`config.mk`:
```
export PLATFORM = sky130hd
export DESIGN_NAME = i2c_target_responder
export DESIGN_NICKNAME = d
export VERILOG_FILES = /design/src/rtl/i2c_target_responder.sv
export SDC_FILE = /design/constraint.sdc
export NUM_CORES = 1
export LEC_CHECK = 0
export CAP_MARGIN = 0
export CORE_UTILIZATION = 50
export CTS_BUF_LIST = sky130_fd_sc_hd__clkbuf_8 sky130_fd_sc_hd__clkbuf_16
export CTS_CLUSTER_DIAMETER = 150
export DETAILED_ROUTE_END_ITERATION = 16
export PLACE_DENSITY = 0.82
export REMOVE_ABC_BUFFERS = 1
export SYNTH_ARGS = -nofsm -noshare
export SYNTH_HDL_FRONTEND = slang
export SYNTH_SLANG_ARGS = --single-unit
export TNS_END_PERCENT = 10
```
`constraint.sdc`:
```
create_clock -name clk_i -period 1.8 [get_ports clk_i]
set_input_delay 0.36 -clock clk_i [delete_from_list [all_inputs] [get_ports clk_i]]
set_output_delay 0.36 -clock clk_i [all_outputs]
set_load 0.05 [all_outputs]
```
`src/rtl/i2c_target_responder.sv`:
```
// ---------------------------------------------------------------------------
// i2c_target_responder
//
// I2C target (slave) answering one 7-bit address. SCL/SDA are oversampled on
// the system clock. START/STOP are detected and ACKed address/data bytes are
// moved to and from a simple local byte handshake. Standard/fast mode only.
//
// Optional feature macro: I2C_CLK_STRETCH_EN
//   defined   - if no read byte is buffered when a read byte must start, SCL
//               is held low until tx_valid_i delivers one.
//   undefined - scl_oe_o is tied 0 and an empty buffer sends 8'hFF.
//
// Ports
//   clk_i       system clock (SCL phases must last >= SYNC_STAGES+3 cycles)
//   rst_n_i     asynchronous active-low reset
//   scl_i       SCL pad input
//   sda_i       SDA pad input
//   sda_oe_o    1 = pull SDA low
//   scl_oe_o    1 = pull SCL low (clock stretch)
//   start_o     1-cycle pulse on START / repeated START
//   stop_o      1-cycle pulse on STOP
//   rw_o        R/W bit of the last matched address (1 = read)
//   busy_o      high from address match until STOP or next START
//   rx_data_o   last byte written by the initiator
//   rx_valid_o  1-cycle pulse when rx_data_o updates
//   tx_req_o    1-cycle pulse requesting the next read byte
//   tx_data_i   read byte, sampled when tx_valid_i = 1
//   tx_valid_i  single-cycle qualifier for tx_data_i
// ---------------------------------------------------------------------------
module i2c_target_responder #(
  parameter logic [6:0] TARGET_ADDR = 7'h22,
  parameter int         SYNC_STAGES = 2
) (
  input  logic       clk_i,
  input  logic       rst_n_i,
  input  logic       scl_i,
  input  logic       sda_i,
  output logic       sda_oe_o,
  output logic       scl_oe_o,
  output logic       start_o,
  output logic       stop_o,
  output logic       rw_o,
  output logic       busy_o,
  output logic [7:0] rx_data_o,
  output logic       rx_valid_o,
  output logic       tx_req_o,
  input  logic [7:0] tx_data_i,
  input  logic       tx_valid_i
);

`ifdef I2C_CLK_STRETCH_EN
  localparam bit STRETCH_EN = 1'b1;
`else
  localparam bit STRETCH_EN = 1'b0;
`endif

  typedef enum logic [2:0] {
    IDLE, ADDR, ADDR_ACK, WR_DATA, WR_ACK, RD_DATA, RD_ACK, IGNORE
  } state_t;

  state_t                 state;
  logic [SYNC_STAGES-1:0] scl_sync;
  logic [SYNC_STAGES-1:0] sda_sync;
  logic                   scl_hist;
  logic                   sda_hist;
  logic                   scl_s;
  logic                   sda_s;
  logic                   scl_rise;
  logic                   scl_fall;
  logic                   start_det;
  logic                   stop_det;
  logic [3:0]             bit_cnt;
  logic [7:0]             shift_reg;
  logic [7:0]             tx_shift;
  logic [7:0]             tx_buf;
  logic                   tx_full;
  logic                   tx_avail;
  logic [7:0]             tx_next;
  logic                   scl_hold;

  // Synchronizers reset to 1 so the idle bus never looks like an edge.
  always_ff @(posedge clk_i or negedge rst_n_i) begin
    if (!rst_n_i) begin
      scl_sync <= '1;
      sda_sync <= '1;
      scl_hist <= 1'b1;
      sda_hist <= 1'b1;
    end else begin
      scl_sync <= {scl_sync[SYNC_STAGES-2:0], scl_i};
      sda_sync <= {sda_sync[SYNC_STAGES-2:0], sda_i};
      scl_hist <= scl_s;
      sda_hist <= sda_s;
    end
  end

  assign scl_s     = scl_sync[SYNC_STAGES-1];
  assign sda_s     = sda_sync[SYNC_STAGES-1];
  assign scl_rise  = scl_s & ~scl_hist;
  assign scl_fall  = ~scl_s & scl_hist;
  assign start_det = scl_s & scl_hist & sda_hist & ~sda_s;
  assign stop_det  = scl_s & scl_hist & ~sda_hist & sda_s;

  // A tx_valid_i arriving on the very cycle a read byte starts is used
  // directly, so it is never lost between buffer and shifter.
  assign tx_avail = tx_full | tx_valid_i;
  assign tx_next  = tx_valid_i ? tx_data_i : tx_buf;

`ifdef I2C_CLK_STRETCH_EN
  assign scl_oe_o = scl_hold;
`else
  assign scl_oe_o = 1'b0;
`endif

  // Protocol FSM. START/STOP take priority over everything else; the bit
  // counter counts synced SCL rises and is cleared at each ACK-slot fall.
  always_ff @(posedge clk_i or negedge rst_n_i) begin
    if (!rst_n_i) begin
      state      <= IDLE;
      bit_cnt    <= 4'd0;
      shift_reg  <= 8'h00;
      tx_shift   <= 8'hFF;
      tx_buf     <= 8'h00;
      tx_full    <= 1'b0;
      scl_hold   <= 1'b0;
      sda_oe_o   <= 1'b0;
      start_o    <= 1'b0;
      stop_o     <= 1'b0;
      rw_o       <= 1'b0;
      busy_o     <= 1'b0;
      rx_data_o  <= 8'h00;
      rx_valid_o <= 1'b0;
      tx_req_o   <= 1'b0;
    end else begin
      start_o    <= 1'b0;
      stop_o     <= 1'b0;
      rx_valid_o <= 1'b0;
      tx_req_o   <= 1'b0;

      // Buffer load sits before the FSM so a read-byte start can empty it.
      if (tx_valid_i && state != RD_DATA) begin
        tx_buf  <= tx_data_i;
        tx_full <= 1'b1;
      end

      if (start_det) begin
        state    <= ADDR;
        bit_cnt  <= 4'd0;
        sda_oe_o <= 1'b0;
        scl_hold <= 1'b0;
        busy_o   <= 1'b0;
        start_o  <= 1'b1;
      end else if (stop_det) begin
        state    <= IDLE;
        bit_cnt  <= 4'd0;
        sda_oe_o <= 1'b0;
        scl_hold <= 1'b0;
        busy_o   <= 1'b0;
        stop_o   <= 1'b1;
      end else begin
        if (scl_rise) begin
          bit_cnt <= bit_cnt + 4'd1;
        end

        case (state)
          ADDR: begin
            if (scl_rise) begin
              shift_reg <= {shift_reg[6:0], sda_s};
            end else if (scl_fall && bit_cnt == 4'd8) begin
              if (shift_reg[7:1] == TARGET_ADDR) begin
                rw_o     <= shift_reg[0];
                busy_o   <= 1'b1;
                sda_oe_o <= 1'b1;
                tx_req_o <= shift_reg[0];
                state    <= ADDR_ACK;
              end else begin
                state <= IGNORE;
              end
            end
          end

          ADDR_ACK: begin
            if (scl_fall && bit_cnt == 4'd9) begin
              bit_cnt  <= 4'd0;
              sda_oe_o <= 1'b0;
              if (!rw_o) begin
                state <= WR_DATA;
              end else begin
                state   <= RD_DATA;
                tx_full <= 1'b0;
                if (tx_avail) begin
                  tx_shift <= tx_next;
                  sda_oe_o <= ~tx_next[7];
                end else begin
                  tx_shift <= 8'hFF;
                  scl_hold <= STRETCH_EN;
                end
              end
            end
          end

          WR_DATA: begin
            if (scl_rise) begin
              shift_reg <= {shift_reg[6:0], sda_s};
            end else if (scl_fall && bit_cnt == 4'd8) begin
              rx_data_o  <= shift_reg;
              rx_valid_o <= 1'b1;
              sda_oe_o   <= 1'b1;
              state      <= WR_ACK;
            end
          end

          WR_ACK: begin
            if (scl_fall && bit_cnt == 4'd9) begin
              bit_cnt  <= 4'd0;
              sda_oe_o <= 1'b0;
              state    <= WR_DATA;
            end
          end

          RD_DATA: begin
            // While stretching, the first byte goes straight to the shifter
            // so its MSB is on SDA when SCL is let go.
            if (scl_hold) begin
              if (tx_valid_i) begin
                tx_shift <= tx_data_i;
                sda_oe_o <= ~tx_data_i[7];
                scl_hold <= 1'b0;
              end
            end else if (scl_fall) begin
              if (bit_cnt == 4'd8) begin
                sda_oe_o <= 1'b0;
                state    <= RD_ACK;
              end else begin
                tx_shift <= {tx_shift[6:0], 1'b1};
                sda_oe_o <= ~tx_shift[6];
              end
            end
          end

          RD_ACK: begin
            if (scl_rise) begin
              if (!sda_s) begin
                tx_req_o <= 1'b1;
              end else begin
                state <= IGNORE;
              end
            end else if (scl_fall && bit_cnt == 4'd9) begin
              bit_cnt <= 4'd0;
              state   <= RD_DATA;
              tx_full <= 1'b0;
              if (tx_avail) begin
                tx_shift <= tx_next;
                sda_oe_o <= ~tx_next[7];
              end else begin
                tx_shift <= 8'hFF;
                sda_oe_o <= 1'b0;
                scl_hold <= STRETCH_EN;
              end
            end
          end

          IDLE, IGNORE: begin
          end
        endcase
      end
    end
  end

endmodule

```
==> results.toml, run 1 <==
[status]
status = "finished, violations left"
violations = "setup timing"

[logic_synthesis]
synth_top_area_cell = "dfrtp_1"
synth_compound_area_share_pct = 13.1
synth_enable_flop_cells = 0
synth_simple_gate_area_share_pct = 14.1
ys_types = 51
postSynthCellCount = 225
synthAdderAreaFrac_pct = 1.88
synth_xor_xnor_area_share_pct = 0.677
yosysTopAreaCellShare_pct = 38.7
synth_ff_type = "dfrtp_1"
yosys_warnings = 0
syn-cell-area_mm2 = 0.00259
syn_avg_cell_area_um2 = 11.5
ys_top_cells_by_area = "dfrtp_1, dfstp_2, mux2_2, nor2_1, o32ai_1"
synth_top_family_by_area = "multiplexers"
synth_seq_area_share_pct = 51.9
ys_async_sr_fraction_pct = 100
ys_ff_latch = 53
muxShareOfSynthArea_pct = 15.4

[die]
row_count = 25
io_pins = 29
die_h_um = 74.0
start_util_pct = 53.4
design.core.area_mm2 = 0.00485
die_area_mm2 = 0.00547
die_w_um = 74.0

[timing]
hold_viol = 0
finalSetupViolations = 18
finalWorstSetupSlack_ns = -0.150
finClkSkew_ns = 0.0112
min_period_ns = 1.95
rsz0062_at_grt = "true"
fmax_mhz = 513
period_share_pct = 108
maxSlewViolCount = 0
fin_setup_tns_ns = -1.45

[detailed_routing]
drt_iter0_drc = 155
drt_wl_total_um = 5700
via_count = 2031
drc = 0
wl_per_cell_um = 15.6
dr.pass1.iters = 4
final_antenna_net_count = 0
drt-vias-per-instance = 5.55

[layout]
nFillCells = 348
multi_input_area_mm2 = 0.00122
drive_gt1_share_pct = 46.5
num_antenna_cells = 0
postLayoutCoreUtil_pct = 70.0
final_nets = 314
syn_to_final_growth_pct = 31.2
register_area_mm2 = 0.00134

[critical_path]
reg2reg_setup_slack_ns = -0.15
worstPathRequired_ns = 2.01
cp.arrival_ns = 2.16
start_kind = "flip-flop"
startpoint = "scl_sync[1]$_DFF_PN1_"
r2r_start = "scl_sync[1]$_DFF_PN1_"
critPathCaptureType = "flip-flop"
crit_end = "state[0]$_DFFE_PN0P_"
critPathKind = "flip-flop to flip-flop"
ff2ff_path_depth = 6
cp_max_fo = 5
timing.rr.end = "state[0]$_DFFE_PN0P_"

[power]
switching_share_pct = 35.6
p_per_area_mw_per_mm2 = 1330
power_frac_seq_pct = 38.6
combPwrFrac_pct = 46.2
power.clock.fraction_pct = 15.3
p_int_uw = 2920
p_leak_uw = 0.00156
power.switching_uw = 1610
ir_worst_vdd_uv = 947

[global_route]
gr-usage-all-layers_pct = 23.3
grt_max_degree = 54
grt_antenna_before_repair = 0
grt_overflow = 0
grt_pass1_vias = 2048
grt_pass1_wl_um = 9550

[clocking]
clk_path_buf_depth = 2
cts-root-buf = "clkbuf_8"
clkTransAtPathRegs_ns = 0.10
clkSinkCount = 53
cts_buffers = 5
htree_levels = 2
insertion_delay_ns = 0.31
cts_tree = "yes"

[place]
portBuffers = 27
hpwlAfterDp_um = 3940
place.gp.congestion = 0.942

[hold_path]
hp-class = "input port to async pin"

[job]
maxCapViolCount = 0
## power by group through the flow
stage | registers, uW | logic (uW) | clock network, uW
detailed placement | 1750 | 1950 | 0
finish | 1750 | 2090 | 692
CTS | 1740 | 2020 | 714
global placement | 1740 | 1890 | 0
floorplan | 1830 | 1110 | 0
global route | 1780 | 2260 | 751
## worst min path at each step
stage | slack (ns) | depth (start not counted) | endpoint
final | 0.01 | 2 | tx_buf[2]$_DFFE_PN0P_
after floorplan | 0.06 | 0 | bit_cnt[0]$_DFF_PN0_
after detailed placement | 0.35 | 0 | sda_sync[1]$_DFF_PN1_
after global placement | 0.35 | 0 | sda_sync[1]$_DFF_PN1_
after CTS | 0.03 | 2 | tx_buf[2]$_DFFE_PN0P_
after global routing | 0.05 | 2 | tx_buf[2]$_DFFE_PN0P_
## cell usage after synthesis (2+ instances only)
master	instances
a21oi_1	8
and3_1	2
buf_2	4
buf_4	2
clkbuf_1	3
dfrtp_1	40
dfstp_2	13
ha_1	3
inv_1	7
mux2_2	30
mux2_4	2
mux2i_1	2
nand2_1	12
nand2b_1	4
nand3_1	6
nor2_1	23
nor2b_1	4
nor3_1	8
o2111ai_2	2
o21ai_0	9
o21ai_1	2
o22ai_1	3
o31ai_1	2
o32ai_1	6
xor2_1	2
## layout by cell type, fill, tap and decap left out, types with 3 or more instances in the layout
master           count
inv_1                5
nand3_1              6
buf_6                3
o21ai_0              8
dfstp_2             13
o32ai_1              6
nand2_1             10
nor2_1              23
o2111ai_2            3
dfrtp_1             40
mux2_2              30
mux2_4               3
buf_4               58
clkbuf_8             5
nor2b_1              4
a21oi_1              7
o22ai_1              3
clkdlybuf4s50_1     11
nor3_1               5
nand2b_1             4
ha_1                 3
## final cells by class
cell class	instances	share of cell area, %
Clock buffer	5	2.03
Clock inverter	3	0.737
Inverter	7	0.774
Multi-Input combinational cell	156	36.1
Sequential cell	53	39.5
Tap cell	67	2.47
Timing Repair Buffer	75	18.4
## layer usage
metal | vias to the layer above | global-route usage, % | share of wire, %
li1 | 959 | - | -
met1 | 1005 | 31.6 | 44
met2 | 55 | 37.7 | 49
met3 | 12 | 4.20 | 5.1
met4 | 0 | 8.76 | 2.1
met5 | - | 0 | 0
## critical path: stages, from the launching register on
cell	delay, ns
dfstp_2	0.59
nor2b_4	0.07
and3_4	0.17
maj3_2	0.31
o31a_4	0.30
o2111ai_4	0.10
mux2_4	0.32
## logic make-up (layout without fill, tap and decap cells)
| logic type | count (synthesis) | after routing |
|---|---|---|
| buffers and inverters | 16 | 90 |
| AOI/OAI and AO/OA | 43 | 43 |
| adders and majority gates | 4 | 4 |
| xor gates and xnor gates | 2 | 2 |
| other | 1 | 1 |
| and+or+nand+nor | 71 | 71 |
| DFF | 53 | 53 |
| muxes | 35 | 35 |
## stage by stage
step	std cells	total power [uW]	worst slack (ns)	hold slack, ns	area [um2]
2_1_floorplan	216	2940	-0.386	0.0644	2540
3_3_place_gp	357	3630	-0.124	0.347	3230
3_5_place_dp	357	3700	-0.170	0.347	3230
4_1_cts	365	4470	-0.146	0.0300	3350
5_1_grt	366	4790	-0.224	0.0541	3400
6_report	366	4530	-0.150	0.0100	3400
## repair_timing
item,4_1_cts,5_1_grt
setup buffers,0,1
hold buffers,0,0
pin swaps,1,1
endpoints found under the setup margin,23,37
resized for setup,6,12
Note: power is estimated with default switching activity, not from simulation.
==> run 2: changes to the inputs <==
==> constraint.sdc (replaced) <==
create_clock -name clk_i -period 1.8 [get_ports clk_i]
set_input_delay 0.27 -clock clk_i [delete_from_list [all_inputs] [get_ports clk_i]]
set_output_delay 0.27 -clock clk_i [all_outputs]
set_load 0.05 [all_outputs]
==> run 2 against run 1 <==
Against the previous run: first-iteration DRC count up 5.2%; the flow still finishes with violations (setup timing); clock skew fell by 0.0024 ns; via count decreased by 0.98%; critical path type unchanged; clock-buffer cell count did not move; design area is 0.33% higher; largest power group unchanged; maximum frequency hardly changed.
==> results.toml, run 2 (synthesis gave the netlist of run 1 again) <==
[status]
status = "finished, violations left"
violations = "setup timing"

[power]
ir_worst_vdd_uv = 795
p_leak_uw = 0.00154
p_per_area_mw_per_mm2 = 1300
power_uw = 4440

[critical_path]
critPathKind = "flip-flop to flip-flop"
r2r_start = "scl_sync[1]$_DFF_PN1_"
start_kind = "flip-flop"
reg2reg_setup_slack_ns = -0.15
timing.rr.end = "sda_oe_o$_DFFE_PN0P_"
critPathCaptureType = "flip-flop"
max_stage_delay_ns = 0.60
cp_slowest_cell = "dfstp_2"
ff2ff_path_depth = 6
cp_max_fo = 5
cp.arrival_ns = 2.15
path_cells = "nor2b_4 -> and3_4 -> maj3_2 -> o31a_4 -> o2111ai_2 -> mux2_4"
worstPathRequired_ns = 2.00

[die]
io_pins = 29
design.core.area_mm2 = 0.00485
row_count = 25
die_w_um = 74.0
start_util_pct = 53.4
die_area_mm2 = 0.00547
die_h_um = 74.0

[detailed_routing]
dr.pass1.iters = 4
wl_per_cell_um = 15.3
drt_iter0_drc = 163
drt-vias-per-instance = 5.52
drc = 0
final_antenna_net_count = 0
drt_wl_total_um = 5590
via_count = 2011

[timing]
finalWorstSetupSlack_ns = -0.148
timing.hold.ws_ns = 0.362
period_share_pct = 108
maxSlewViolCount = 0
hold_viol = 0
min_period_ns = 1.95
slew_headroom_pct = 64.9
fmax_mhz = 513
rsz0062_at_grt = "true"
tightest_slew_ns = 0.525
finClkSkew_ns = 0.00879
finalSetupViolations = 18

[hold_path]
hold_start = "sda_sync[0]$_DFF_PN1_"
hp-class = "flip-flop to flip-flop"
min_to = "sda_sync[1]$_DFF_PN1_"
holdPathStages = 0

[layout]
instances_no_fill = 364
register_area_mm2 = 0.00134
multi_input_area_mm2 = 0.00122
syn_to_final_growth_pct = 31.6
drive_gt1_share_pct = 41.1
final_cell_mix = "dfrtp_1, buf_4, mux2_2"
final_nets = 312
nFillCells = 325
num_antenna_cells = 0
post-route-cell-area_mm2 = 0.00341

[place]
hpwlAfterDp_um = 4080
place.gp.congestion = 0.929
placed_area_mm2 = 0.00322
place_inst = 353
portBuffers = 27

[clocking]
cts_tree = "yes"
htree_levels = 2
clk_path_buf_depth = 2
clkSinkCount = 53
insertion_delay_ns = 0.31
clkTransAtPathRegs_ns = 0.10
cts_buffers = 5
cts-root-buf = "clkbuf_8"

[global_route]
grt_overflow = 0
grt_max_degree = 54
gr-usage-all-layers_pct = 22.8
grt_antenna_before_repair = 0
grt_pass1_wl_um = 9390
grt_pass1_vias = 2008

[job]
maxCapViolCount = 0
==> run 2: area by class of cell <==
class,count,share of cell area (%)
Inverter,7,0.771
Timing Repair Buffer,73,19.0
Clock buffer,5,2.02
Multi-Input combinational cell,156,35.8
Tap cell,67,2.46
Sequential cell,53,39.4
Clock inverter,3,0.514
==> run 2: stage by stage <==
stage	TNS [ns]	worst slack [ns]	util, %
2_1_floorplan	-1.45	-0.386	-
3_3_place_gp	-0.696	-0.107	66.5
3_5_place_dp	-0.975	-0.137	66.5
4_1_cts	-1.06	-0.141	68.8
5_1_grt	-2.96	-0.213	70.3
6_report	-0.998	-0.148	70.3
==> run 2: report_power, final <==
group          internal (uW)  switching, uW  total, uW
registers               1540            217       1760
logic                   1070            938       2010
clock network            273            404        677
total                   2880           1560       4440
==> run 2: routing by layer <==
metal | GRT usage (%) | routed length (um)
met1 | 30.7 | 2530
met2 | 36.5 | 2800
met3 | 4.47 | 172
met4 | 8.97 | 73
met5 | 0 | 0
==> run 2: critical path: cells and delay by family, from the launching register on <==
family,cells,cell delay [ns]
flip-flops,1,0.60
AND/OR/NAND/NOR,2,0.23
adder cells (fa/ha/maj),1,0.31
multiplexers,1,0.32
AO/OA/AOI/OAI,2,0.40
==> run 2: what timing repair did <==
| action | 4_1_cts | 5_1_grt |
|---|---|---|
| hold endpoints to repair | 40 | 0 |
| pin swaps | 1 | 3 |
| endpoints found under the setup margin | 20 | 34 |
| buffers inserted | 0 | 2 |
| resized for setup | 4 | 18 |
| hold buffers | 1 | 0 |
==> run 2: worst max path at each step <==
stage | start | end | cells after the start
3_5_place_dp | scl_sync[1]$_DFF_PN1_ | sda_oe_o$_DFFE_PN0P_ | 6
4_1_cts | scl_sync[1]$_DFF_PN1_ | state[0]$_DFFE_PN0P_ | 6
5_1_grt | scl_sync[1]$_DFF_PN1_ | state[1]$_DFFE_PN0P_ | 7
6_report | scl_sync[1]$_DFF_PN1_ | sda_oe_o$_DFFE_PN0P_ | 6
3_3_place_gp | bit_cnt[0]$_DFF_PN0_ | state[2]$_DFFE_PN0P_ | 8
2_1_floorplan | scl_sync[1]$_DFF_PN1_ | state[2]$_DFFE_PN0P_ | 6
